[src/rtl/mc_ctrl_pkg.sv]
// rtl/mc_ctrl_pkg.sv - state enum, opcode/funct constants and mux/ALU encodings shared with the datapath
package mc_ctrl_pkg;

  localparam int WORD_W = 16;
  localparam int ST_W   = 4;

  typedef enum logic [ST_W-1:0] {
    S_IF      = 4'd0,
    S_ID      = 4'd1,
    S_EX_R    = 4'd2,
    S_EX_I    = 4'd3,
    S_WB      = 4'd4,
    S_EX_BR   = 4'd5,
    S_EX_J    = 4'd6,
    S_EX_JR   = 4'd7,
    S_EX_ADDR = 4'd8,
    S_MEM_RD  = 4'd9,
    S_MEM_WR  = 4'd10,
    S_EX_WWD  = 4'd11,
    S_HALT    = 4'd12
  } state_t;

  localparam logic [3:0] OP_BNE   = 4'd0;
  localparam logic [3:0] OP_BEQ   = 4'd1;
  localparam logic [3:0] OP_BGZ   = 4'd2;
  localparam logic [3:0] OP_BLZ   = 4'd3;
  localparam logic [3:0] OP_ADI   = 4'd4;
  localparam logic [3:0] OP_ORI   = 4'd5;
  localparam logic [3:0] OP_LHI   = 4'd6;
  localparam logic [3:0] OP_LWD   = 4'd7;
  localparam logic [3:0] OP_SWD   = 4'd8;
  localparam logic [3:0] OP_JMP   = 4'd9;
  localparam logic [3:0] OP_JAL   = 4'd10;
  localparam logic [3:0] OP_RTYPE = 4'd15;

  localparam logic [5:0] FN_JPR = 6'd25;
  localparam logic [5:0] FN_JRL = 6'd26;
  localparam logic [5:0] FN_WWD = 6'd28;
  localparam logic [5:0] FN_HLT = 6'd29;

  localparam logic [1:0] ALU_ADD     = 2'd0;
  localparam logic [1:0] ALU_BRANCH  = 2'd1;
  localparam logic [1:0] ALU_FUNCT   = 2'd2;
  localparam logic [1:0] ALU_JTARGET = 2'd3;

  localparam logic [1:0] A_PC   = 2'd0;
  localparam logic [1:0] A_REG1 = 2'd1;

  localparam logic [1:0] B_REG2 = 2'd0;
  localparam logic [1:0] B_ONE  = 2'd1;
  localparam logic [1:0] B_IMM  = 2'd2;
  localparam logic [1:0] B_ZERO = 2'd3;

  localparam logic [1:0] MTR_ALU = 2'd0;
  localparam logic [1:0] MTR_MEM = 2'd1;
  localparam logic [1:0] MTR_PC  = 2'd2;

  // R-type funct codes 0..7 are plain ALU operations
  function automatic logic is_alu_funct(input logic [5:0] funct);
    return funct < 6'd8;
  endfunction

endpackage

[src/rtl/mc_control_fsm_if.sv]
// rtl/mc_control_fsm_if.sv - controller <-> datapath/memory bundle; MC_CTRL_PERF_EN adds perf counters
interface mc_control_fsm_if;
  import mc_ctrl_pkg::*;

  logic [WORD_W-1:0] instruction_reg;
  logic              bcond;
  logic              mem_ack;
  logic              i_or_d;
  logic              mem_read;
  logic              mem_write;
  logic              ir_write;
  logic [1:0]        mem_to_reg;
  logic              reg_write;
  logic              pc_to_reg;
  logic [1:0]        alu_src_A;
  logic [1:0]        alu_src_B;
  logic [1:0]        alu_op;
  logic              pc_src;
  logic              pc_write;
  logic              new_inst;
  logic              wwd;
  logic              halt;
`ifdef MC_CTRL_PERF_EN
  logic [15:0]       num_inst;
  logic [15:0]       num_cycle;
`endif

  modport master (
    input  instruction_reg, bcond, mem_ack,
    output i_or_d, mem_read, mem_write, ir_write, mem_to_reg, reg_write, pc_to_reg,
    output alu_src_A, alu_src_B, alu_op, pc_src, pc_write, new_inst, wwd, halt
`ifdef MC_CTRL_PERF_EN
    , output num_inst, num_cycle
`endif
  );

  modport slave (
    output instruction_reg, bcond, mem_ack,
    input  i_or_d, mem_read, mem_write, ir_write, mem_to_reg, reg_write, pc_to_reg,
    input  alu_src_A, alu_src_B, alu_op, pc_src, pc_write, new_inst, wwd, halt
`ifdef MC_CTRL_PERF_EN
    , input num_inst, num_cycle
`endif
  );

endinterface

[src/rtl/mc_ctrl_decode.sv]
// rtl/mc_ctrl_decode.sv - IR decode: state to enter after ID plus link/store qualifiers for EX states
module mc_ctrl_decode
  import mc_ctrl_pkg::*;
(
  input  logic [WORD_W-1:0] instruction_reg,
  output state_t            id_next,
  output logic              link,
  output logic              store
);

  logic [3:0] opcode;
  logic [5:0] funct;
  logic       unused_ir_bits;

  assign opcode         = instruction_reg[15:12];
  assign funct          = instruction_reg[5:0];
  assign unused_ir_bits = ^instruction_reg[11:6];

  always_comb begin
    id_next = S_IF;
    link    = 1'b0;
    store   = 1'b0;
    case (opcode)
      OP_BNE, OP_BEQ, OP_BGZ, OP_BLZ: id_next = S_EX_BR;
      OP_ADI, OP_ORI, OP_LHI:         id_next = S_EX_I;
      OP_LWD:                         id_next = S_EX_ADDR;
      OP_SWD: begin
        id_next = S_EX_ADDR;
        store   = 1'b1;
      end
      OP_JMP:                         id_next = S_EX_J;
      OP_JAL: begin
        id_next = S_EX_J;
        link    = 1'b1;
      end
      OP_RTYPE: begin
        if (is_alu_funct(funct)) begin
          id_next = S_EX_R;
        end else begin
          case (funct)
            FN_JPR:  id_next = S_EX_JR;
            FN_JRL: begin
              id_next = S_EX_JR;
              link    = 1'b1;
            end
            FN_WWD:  id_next = S_EX_WWD;
            FN_HLT:  id_next = S_HALT;
            default: id_next = S_IF;
          endcase
        end
      end
      default: id_next = S_IF;
    endcase
  end

endmodule

[src/rtl/mc_control_fsm.sv]
// rtl/mc_control_fsm.sv - multi-cycle TSC control FSM; MC_CTRL_PERF_EN adds num_inst/num_cycle counters
module mc_control_fsm
  import mc_ctrl_pkg::*;
(
  input  logic              clk,
  input  logic              reset,
  mc_control_fsm_if.master  bus
);

  state_t state;
  state_t next_state;
  state_t id_next;
  logic   link;
  logic   store;

  mc_ctrl_decode u_decode (
    .instruction_reg (bus.instruction_reg),
    .id_next         (id_next),
    .link            (link),
    .store           (store)
  );

  always_ff @(posedge clk) begin
    if (reset) state <= S_IF;
    else       state <= next_state;
  end

  // Everything is held at zero during the reset cycle so no strobe leaks out of an aborted op
  always_comb begin
    next_state     = state;
    bus.i_or_d     = 1'b0;
    bus.mem_read   = 1'b0;
    bus.mem_write  = 1'b0;
    bus.ir_write   = 1'b0;
    bus.mem_to_reg = MTR_ALU;
    bus.reg_write  = 1'b0;
    bus.pc_to_reg  = 1'b0;
    bus.alu_src_A  = A_PC;
    bus.alu_src_B  = B_REG2;
    bus.alu_op     = ALU_ADD;
    bus.pc_src     = 1'b0;
    bus.pc_write   = 1'b0;
    bus.new_inst   = 1'b0;
    bus.wwd        = 1'b0;
    bus.halt       = 1'b0;
    if (!reset) begin
      case (state)
        S_IF: begin
          bus.mem_read  = 1'b1;
          bus.alu_src_B = B_ONE;
          if (bus.mem_ack) begin
            bus.ir_write = 1'b1;
            bus.pc_write = 1'b1;
            bus.new_inst = 1'b1;
            next_state   = S_ID;
          end
        end
        S_ID: begin
          bus.alu_src_B = B_IMM;
          next_state    = id_next;
        end
        S_EX_R: begin
          bus.alu_src_A = A_REG1;
          bus.alu_op    = ALU_FUNCT;
          next_state    = S_WB;
        end
        S_EX_I: begin
          bus.alu_src_A = A_REG1;
          bus.alu_src_B = B_IMM;
          bus.alu_op    = ALU_FUNCT;
          next_state    = S_WB;
        end
        S_WB: begin
          bus.reg_write = 1'b1;
          next_state    = S_IF;
        end
        S_EX_BR: begin
          bus.alu_src_A = A_REG1;
          bus.alu_op    = ALU_BRANCH;
          if (bcond_taken()) begin
            bus.pc_src   = 1'b1;
            bus.pc_write = 1'b1;
          end
          next_state = S_IF;
        end
        S_EX_J: begin
          bus.alu_src_B = B_IMM;
          bus.alu_op    = ALU_JTARGET;
          bus.pc_write  = 1'b1;
          if (link) begin
            bus.reg_write  = 1'b1;
            bus.mem_to_reg = MTR_PC;
            bus.pc_to_reg  = 1'b1;
          end
          next_state = S_IF;
        end
        S_EX_JR: begin
          bus.alu_src_A = A_REG1;
          bus.alu_src_B = B_ZERO;
          bus.pc_write  = 1'b1;
          if (link) begin
            bus.reg_write  = 1'b1;
            bus.mem_to_reg = MTR_PC;
            bus.pc_to_reg  = 1'b1;
          end
          next_state = S_IF;
        end
        S_EX_ADDR: begin
          bus.alu_src_A = A_REG1;
          bus.alu_src_B = B_IMM;
          next_state    = store ? S_MEM_WR : S_MEM_RD;
        end
        S_MEM_RD: begin
          bus.i_or_d   = 1'b1;
          bus.mem_read = 1'b1;
          if (bus.mem_ack) begin
            bus.reg_write  = 1'b1;
            bus.mem_to_reg = MTR_MEM;
            next_state     = S_IF;
          end
        end
        S_MEM_WR: begin
          bus.i_or_d    = 1'b1;
          bus.mem_write = 1'b1;
          if (bus.mem_ack) next_state = S_IF;
        end
        S_EX_WWD: begin
          bus.alu_src_A = A_REG1;
          bus.alu_src_B = B_ZERO;
          bus.wwd       = 1'b1;
          next_state    = S_IF;
        end
        S_HALT: begin
          bus.halt = 1'b1;
        end
        default: next_state = S_IF;
      endcase
    end
  end

  function automatic logic bcond_taken();
    return bus.bcond;
  endfunction

`ifdef MC_CTRL_PERF_EN
  logic [15:0] num_inst;
  logic [15:0] num_cycle;
  logic        halt_seen;

  // The cycle that first sits in HALT is still counted; the counters freeze from the next one
  always_ff @(posedge clk) begin
    if (reset) begin
      num_inst  <= 16'd0;
      num_cycle <= 16'd0;
      halt_seen <= 1'b0;
    end else begin
      if (!halt_seen)   num_cycle <= num_cycle + 16'd1;
      if (bus.new_inst) num_inst  <= num_inst + 16'd1;
      if (state == S_HALT) halt_seen <= 1'b1;
    end
  end

  assign bus.num_inst  = num_inst;
  assign bus.num_cycle = num_cycle;
`endif

endmodule
[src/flat_wrapper.sv]
// flat-port wrapper written by rule: the top's interface ports become plain ports
module mc_control_fsm_flat import mc_ctrl_pkg::*;
  (clk, reset, bus_instruction_reg, bus_bcond, bus_mem_ack, bus_i_or_d, bus_mem_read, bus_mem_write, bus_ir_write, bus_mem_to_reg, bus_reg_write, bus_pc_to_reg, bus_alu_src_A, bus_alu_src_B, bus_alu_op, bus_pc_src, bus_pc_write, bus_new_inst, bus_wwd, bus_halt);
  mc_control_fsm_if bus_i ();
  input  logic clk;
  input  logic reset;
  input wire logic [$bits(bus_i.instruction_reg)-1:0] bus_instruction_reg;
  input wire logic [$bits(bus_i.bcond)-1:0] bus_bcond;
  input wire logic [$bits(bus_i.mem_ack)-1:0] bus_mem_ack;
  output wire logic [$bits(bus_i.i_or_d)-1:0] bus_i_or_d;
  output wire logic [$bits(bus_i.mem_read)-1:0] bus_mem_read;
  output wire logic [$bits(bus_i.mem_write)-1:0] bus_mem_write;
  output wire logic [$bits(bus_i.ir_write)-1:0] bus_ir_write;
  output wire logic [$bits(bus_i.mem_to_reg)-1:0] bus_mem_to_reg;
  output wire logic [$bits(bus_i.reg_write)-1:0] bus_reg_write;
  output wire logic [$bits(bus_i.pc_to_reg)-1:0] bus_pc_to_reg;
  output wire logic [$bits(bus_i.alu_src_A)-1:0] bus_alu_src_A;
  output wire logic [$bits(bus_i.alu_src_B)-1:0] bus_alu_src_B;
  output wire logic [$bits(bus_i.alu_op)-1:0] bus_alu_op;
  output wire logic [$bits(bus_i.pc_src)-1:0] bus_pc_src;
  output wire logic [$bits(bus_i.pc_write)-1:0] bus_pc_write;
  output wire logic [$bits(bus_i.new_inst)-1:0] bus_new_inst;
  output wire logic [$bits(bus_i.wwd)-1:0] bus_wwd;
  output wire logic [$bits(bus_i.halt)-1:0] bus_halt;
  assign bus_i.instruction_reg = bus_instruction_reg;
  assign bus_i.bcond = bus_bcond;
  assign bus_i.mem_ack = bus_mem_ack;
  assign bus_i_or_d = bus_i.i_or_d;
  assign bus_mem_read = bus_i.mem_read;
  assign bus_mem_write = bus_i.mem_write;
  assign bus_ir_write = bus_i.ir_write;
  assign bus_mem_to_reg = bus_i.mem_to_reg;
  assign bus_reg_write = bus_i.reg_write;
  assign bus_pc_to_reg = bus_i.pc_to_reg;
  assign bus_alu_src_A = bus_i.alu_src_A;
  assign bus_alu_src_B = bus_i.alu_src_B;
  assign bus_alu_op = bus_i.alu_op;
  assign bus_pc_src = bus_i.pc_src;
  assign bus_pc_write = bus_i.pc_write;
  assign bus_new_inst = bus_i.new_inst;
  assign bus_wwd = bus_i.wwd;
  assign bus_halt = bus_i.halt;
  mc_control_fsm u_core (.clk(clk), .reset(reset), .bus(bus_i));
endmodule
[config.mk]
export PLATFORM = sky130hd
export DESIGN_NAME = mc_control_fsm_flat
export DESIGN_NICKNAME = d
export VERILOG_FILES = /design/src/rtl/mc_ctrl_pkg.sv /design/src/rtl/mc_control_fsm_if.sv /design/src/rtl/mc_ctrl_decode.sv /design/src/rtl/mc_control_fsm.sv /design/src/flat_wrapper.sv
export SDC_FILE = /design/constraint.sdc
export NUM_CORES = 1
export LEC_CHECK = 0
export ABC_AREA = 1
export BUFFER_PORTS_ARGS = -buffer_cell sky130_fd_sc_hd__buf_4
export CAP_MARGIN = 20
export CORE_MARGIN = 5
export CORE_UTILIZATION = 44
export DETAILED_ROUTE_END_ITERATION = 8
export PLACE_DENSITY = 0.79
export REMOVE_ABC_BUFFERS = 1
export SYNTH_ARGS = -nofsm -noshare
export SYNTH_HDL_FRONTEND = slang
export SYNTH_SLANG_ARGS = --single-unit
[constraint.sdc]
create_clock -name clk -period 1.8 [get_ports clk]
set_clock_uncertainty 0.2 [all_clocks]
set_input_delay 0.18 -clock clk [delete_from_list [all_inputs] [get_ports clk]]
set_output_delay 0.18 -clock clk [all_outputs]
set_load 0.02 [all_outputs]
# --- Yosys cells after proc, flatten, opt, wreduce, memory -nomap -nowiden ---
# Cells that the tools add are included.
# Widths: inputs -> output; s select.
classes:
  muxes: 44
  n_reduce_logical: 15
  n_bitwise: 1
  n_eq_ne: 29
  n_lt_le_gt_ge: 1
ops:
  columns: ["operator", "count"]
  rows:
  - ["$eq 4x4->1 const B", 9]
  - ["$eq 4x3->1 const B", 8]
  - ["$mux 1", 26]
  - ["$eq 6x5->1 const B", 4]
  - ["$pmux 4 s6", 1]
  - ["$pmux 4 s5", 1]
  - ["$eq 4x2->1 const B", 4]
  - ["$reduce_or 2->1", 8]
  - ["$mux 2", 6]
  - ["$mux 4", 3]
  - ["$pmux 2 s3", 2]
  - ["$pmux 4 s3", 1]
  - ["$eq 4x1->1 const B", 2]
  - ["$logic_not 4->1", 2]
  - ["$reduce_or 4->1", 2]
  - ["$lt 6x4->1 const B", 1]
  - ["$pmux 1 s3", 2]
  - ["$reduce_or 6->1", 1]
  - ["$pmux 2 s2", 1]
  - ["$reduce_and 3->1", 1]
  - ["$reduce_or 3->1", 1]
  - ["$ne 2x1->1 const B", 1]
  - ["$ne 2x2->1 const B", 1]
  - ["$pmux 1 s2", 1]
  - ["$not 1->1", 1]
totals:
  elab_cells: 91
  in_bits: 20
  reg_bits: 4

# --- Logic depth before layout (Yosys ltp) ---
depth:
  ltp_word: 7
  depth_mapped: 11

# --- Hierarchy ---
# Synthesis repeated with hierarchy kept, for this count alone.
unflattened:
  hier_cells: 139
  area_unflattened_um2: 723.2
by_module_without_submodules:
  columns: ["module", "seq_area_each_um2", "area_per_inst_um2", "instances", "cells_each"]
  rows:
  - ["mc_control_fsm", 80.1, 493.0, 1, 87]
  - ["mc_ctrl_decode", 0.0, 230.2, 1, 52]

# --- Worst setup path after synthesis ---
# Ideal clock, no wire load.
synth_timing:
  kind: "flip-flop to output port"
  from: "register u_core.state[0]"
  to: "output port bus_reg_write"
  n_path_buf: 0
  stages_incl_launch_ff: 7
  required_ps: 1420
  path_slack_ps: 70
  arrival_time_ps: 1350
  cell_sequence: "dfxtp_1 -> inv_2 -> nor2_2 -> nand3_1 -> nor2_1 -> a41oi_1 -> o21ai_1"
synth_via:
  elab_chain_cells: 4
  word_cells_on_any_way: 7
  classes_between: "eq/ne (4); mux (2); reduce/logical (1)"
synth_rtl:
  columns: ["item", "line", "rtl"]
  rows:
  - ["start: declaration", "mc_control_fsm.sv:10", "state_t state;"]
  - ["start signal: assignment", "mc_control_fsm.sv:25", "else state <= next_state;"]
  - ["$eq 4x3->1", "mc_control_fsm.sv:47", "case (state)"]
  - ["$reduce_or 2->1 (no source line)", null, null]
  - ["$pmux 1 s3 *", "mc_control_fsm.sv:47", null]
  - ["$mux 1 *", "mc_control_fsm.sv:46", "if (!reset) begin"]
  - ["end: declaration", "flat_wrapper.sv:15", "output wire logic [$bits(bus_i.reg_write)-1:0] bus_reg_write;"]
# Every way passes the cells marked *; elsewhere a longest branch is shown, timed or not.

# --- Final worst setup path ---
layout_timing:
  from: "register u_core.state[3]"
  to: "output port bus_reg_write"
# The elaborated chain is that of the path after synthesis.

==> summary.txt <==
Reg-to-Reg Start: u_core.state[3]$_SDFFE_PP0P_
final global-route overflow total: 0
GRT met3 Usage: 1.78%
total cell area at the placement stage: 947 um^2
depth of the worst register-to-register path: 9
max FFs per register: 4
via count of the first global-routing pass: 786
total stage count of the critical path: 7
Post-route DRC: 0
area share of the largest cell type after synthesis: 24.1%
Port Buf Inserts: 31
routed wirelength normalized by instance count: 11.7 um
sort of element at the end of the critical path: primary output
worst IR drop on VDD: 0.000585 V
cell with the most instances after synthesis: sky130_fd_sc_hd__nand2_1
number of enable-type register cells in the synthesized netlist: 0
terminus of the critical flop-to-flop path: u_core.state[0]$_SDFFE_PP0P_
Core Box Area: 1520 um^2
number of slew-limit violations in the final report: 0
CP Max Fanout: 5
number of vias after detailed routing: 981
CP Capture Point: bus_reg_write
CP Data Required Time: 1.42 ns
die height: 50.4 um
worst stage delay on the critical path: 0.39 ns
Power per Cell Area: 685 nW/um^2
Synth async-reset ratio: 0%
initial antenna violation count: 0
Leak Pwr: 0.587 nW
Post-Syn Area per Cell: 5.05 um^2
pin count of the biggest net entering global routing: 12
post-layout instance area: 1090 um^2
post-layout min period: 1.77 ns
clock latency on the worst-skew pair: 0.23 ns
total detailed-routing wirelength: 2270 um
fin crit share: 98.4%
Gate power share: 65.3%
primary flip-flop cell chosen by synthesis mapping: sky130_fd_sc_hd__dfxtp_1
grt met2 use: 25.7%
crit-path leading delay family: simple AND/OR/NAND/NOR gates
Yosys top cell by area: sky130_fd_sc_hd__nand2_1
RSZ-0062 raised after global routing: true
count of distinct cell types in the synthesized netlist: 25
met1 routing resource usage after global routing: 21.1%
Antenna Diode Count: 0
buffer type at the clock tree root: sky130_fd_sc_hd__clkbuf_4
number of failing setup endpoints in the final timing report: 0
clock input transition at the sequential cells of the worst setup and hold paths: 0.04 ns
global-route wire length before repair: 3290 um
clk buf depth: 2
largest reg by FF count: u_core.state
area delta synth->final: 52.7%
Min-Delay Path Class: in -> reg
Top Registers: u_core.state x4
sequential fraction of the synthesis area: 11.2%
Netlist Area Pre-Place: 717 um^2
maximum level of the CTS H-tree: 1
switching component of the power: 0.373 mW
ratio of cells with drive above 1 in the final layout: 39.3%
arrival time reported for the critical path endpoint: 1.39 ns
switching share of total power: 49.8%
startpoint kind of the worst setup timing path: register
Hold Fails Final Rpt: 0
routability congestion estimate from global placement: 0.880
synthesized instance count: 142
detailed router's first-iteration violation count: 54
Internal Power: 0.377 mW
die area: 2540 um^2
number of placement rows: 14
post-route worst hold slack: 0.235 ns
number of max-cap violations: 0
critical path type: reg -> out
synthesized flop and latch total: 4
total routing usage reported by global routing: 15.8%
number of ports placed on the die boundary: 39
commonest cells in the netlist: sky130_fd_sc_hd__nand2_1 (46), sky130_fd_sc_hd__nor2_1 (21), sky130_fd_sc_hd__inv_1 (20)
post-detailed-placement half-perimeter wirelength: 1620 um
sum of buffers and inverters on the critical path: 2
library cell appearing most often on the critical path: sky130_fd_sc_hd__nor2_4
horizontal extent of the die: 50.4 um
outcome: finished clean
Crit-path slowest cell: sky130_fd_sc_hd__dfxtp_4
part of the power in the clock network: 14.1%
register share of total power: 20.6%
CTS tree: yes
starting density of the core: 47.0%
most used routing layer in global routing: met2
number of nets in the final layout: 200
maximum clock rate: 564 MHz
Antenna Nets Post-Route: 0
origin of the worst setup path: u_core.state[3]$_SDFFE_PP0P_
first-pass iteration count of the detailed router: 4
sink count of the clock tree: 4
CTS Buf Count: 3
flop-to-flop setup slack: 0.31 ns
cells taking the most area after synthesis: sky130_fd_sc_hd__nand2_1 (24%), sky130_fd_sc_hd__dfxtp_1 (11%), sky130_fd_sc_hd__nor2_1 (11%)
synthesis warning total: 0
Via-to-Cell Ratio: 5.06
worst-path cell chain: inv_4 > nor2_4 > nand3_2 > nor2_4 > a41oi_1 > o21ai_1 > buf_4
==> worst min-delay path by stage <==
stage,start,to,cells after the start
floorplan,reset,u_core.state[0]$_SDFFE_PP0P_,1
global placement,reset,u_core.state[0]$_SDFFE_PP0P_,2
detailed placement,reset,u_core.state[0]$_SDFFE_PP0P_,2
CTS,reset,u_core.state[1]$_SDFFE_PP0P_,4
global route,reset,u_core.state[1]$_SDFFE_PP0P_,4
finish,reset,u_core.state[1]$_SDFFE_PP0P_,4
==> per-stage QoR <==
step	util [%]	power (mW)	setup WS (ns)	setup TNS, ns	cells
after floorplan	-	0.423	0.0700	0	138
after global placement	62.2	0.556	0.148	0	186
after detailed placement	62.2	0.562	0.127	0	186
after CTS	65.6	0.687	0.00582	0	190
after global routing	71.8	0.818	-0.0641	-0.300	194
final	71.8	0.750	0.0279	0	194
==> final cells by class <==
cell class / instances / area (um^2)
multi-input cells: 109 / 581
fillers: 137 / 429
repair buffers: 37 / 280
inverters: 25 / 96.3
flip-flops and latches: 4 / 95.1
clock buffers: 3 / 22.5
well taps: 16 / 20.0
==> power by group through the flow <==
stage | clock, mW | combinational [mW] | sequential (mW)
2_1_floorplan | 0 | 0.292 | 0.132
3_3_place_gp | 0 | 0.420 | 0.136
3_5_place_dp | 0 | 0.425 | 0.137
4_1_cts | 0.112 | 0.433 | 0.141
5_1_grt | 0.125 | 0.535 | 0.158
6_report | 0.106 | 0.489 | 0.155
==> routing by layer <==
layer | wire (um) | up-vias | share of wire [%]
met5 | 0 | - | 0
met2 | 1170 | 34 | 52
met4 | 0 | 0 | 0
li1 | - | 509 | -
met1 | 941 | 438 | 41
met3 | 154 | 0 | 6.8
==> placed cells by master (no fill, tap or decap) <==
cell	Yosys	routed
sky130_fd_sc_hd__nand2_1	46	46
sky130_fd_sc_hd__buf_4	2	36
sky130_fd_sc_hd__inv_1	20	20
sky130_fd_sc_hd__nor2_1	21	18
sky130_fd_sc_hd__nand3_1	12	8
sky130_fd_sc_hd__nor2_4	2	7
sky130_fd_sc_hd__inv_2	5	4
sky130_fd_sc_hd__nand3_2	0	4
sky130_fd_sc_hd__a21oi_1	4	4
sky130_fd_sc_hd__nor2_2	6	4
sky130_fd_sc_hd__dfxtp_4	0	4
sky130_fd_sc_hd__clkbuf_4	0	3
sky130_fd_sc_hd__o21ai_1	1	2
sky130_fd_sc_hd__nand2_2	2	2
sky130_fd_sc_hd__o21ai_0	3	2
sky130_fd_sc_hd__a41oi_2	0	2
sky130_fd_sc_hd__a211oi_1	1	1
sky130_fd_sc_hd__inv_4	0	1
sky130_fd_sc_hd__o221ai_1	1	1
sky130_fd_sc_hd__a41oi_1	3	1
sky130_fd_sc_hd__or2_2	1	1
sky130_fd_sc_hd__nand4_1	1	1
sky130_fd_sc_hd__o21ai_2	1	1
sky130_fd_sc_hd__a21oi_2	1	1
sky130_fd_sc_hd__nor3_1	1	1
sky130_fd_sc_hd__nand3b_1	1	1
sky130_fd_sc_hd__conb_1	1	1
sky130_fd_sc_hd__dlygate4sd3_1	0	1
==> cell families after synthesis <==
| kind of cell | synth area share (%) |
|---|---|
| AOI/OAI and AO/OA | 14.0 |
| DFF | 11.2 |
| and+or+nand+nor | 57.1 |
| buffers and inverters | 17.3 |
| other | 0.523 |
==> tightest hold or removal path, delay by kind of cell <==
family                 cells  cell delay, ns
buffers and inverters      3            0.34
AND/OR/NAND/NOR            1            0.10
==> timing repair <==
action,CTS,global route
pin swaps,0,3
endpoints found under the setup margin,11,10
setup buffers,0,4
resized for setup,9,15
hold buffers,1,0
hold endpoints to repair,2,0
No activity file was read; power rests on OpenSTA's default activity.
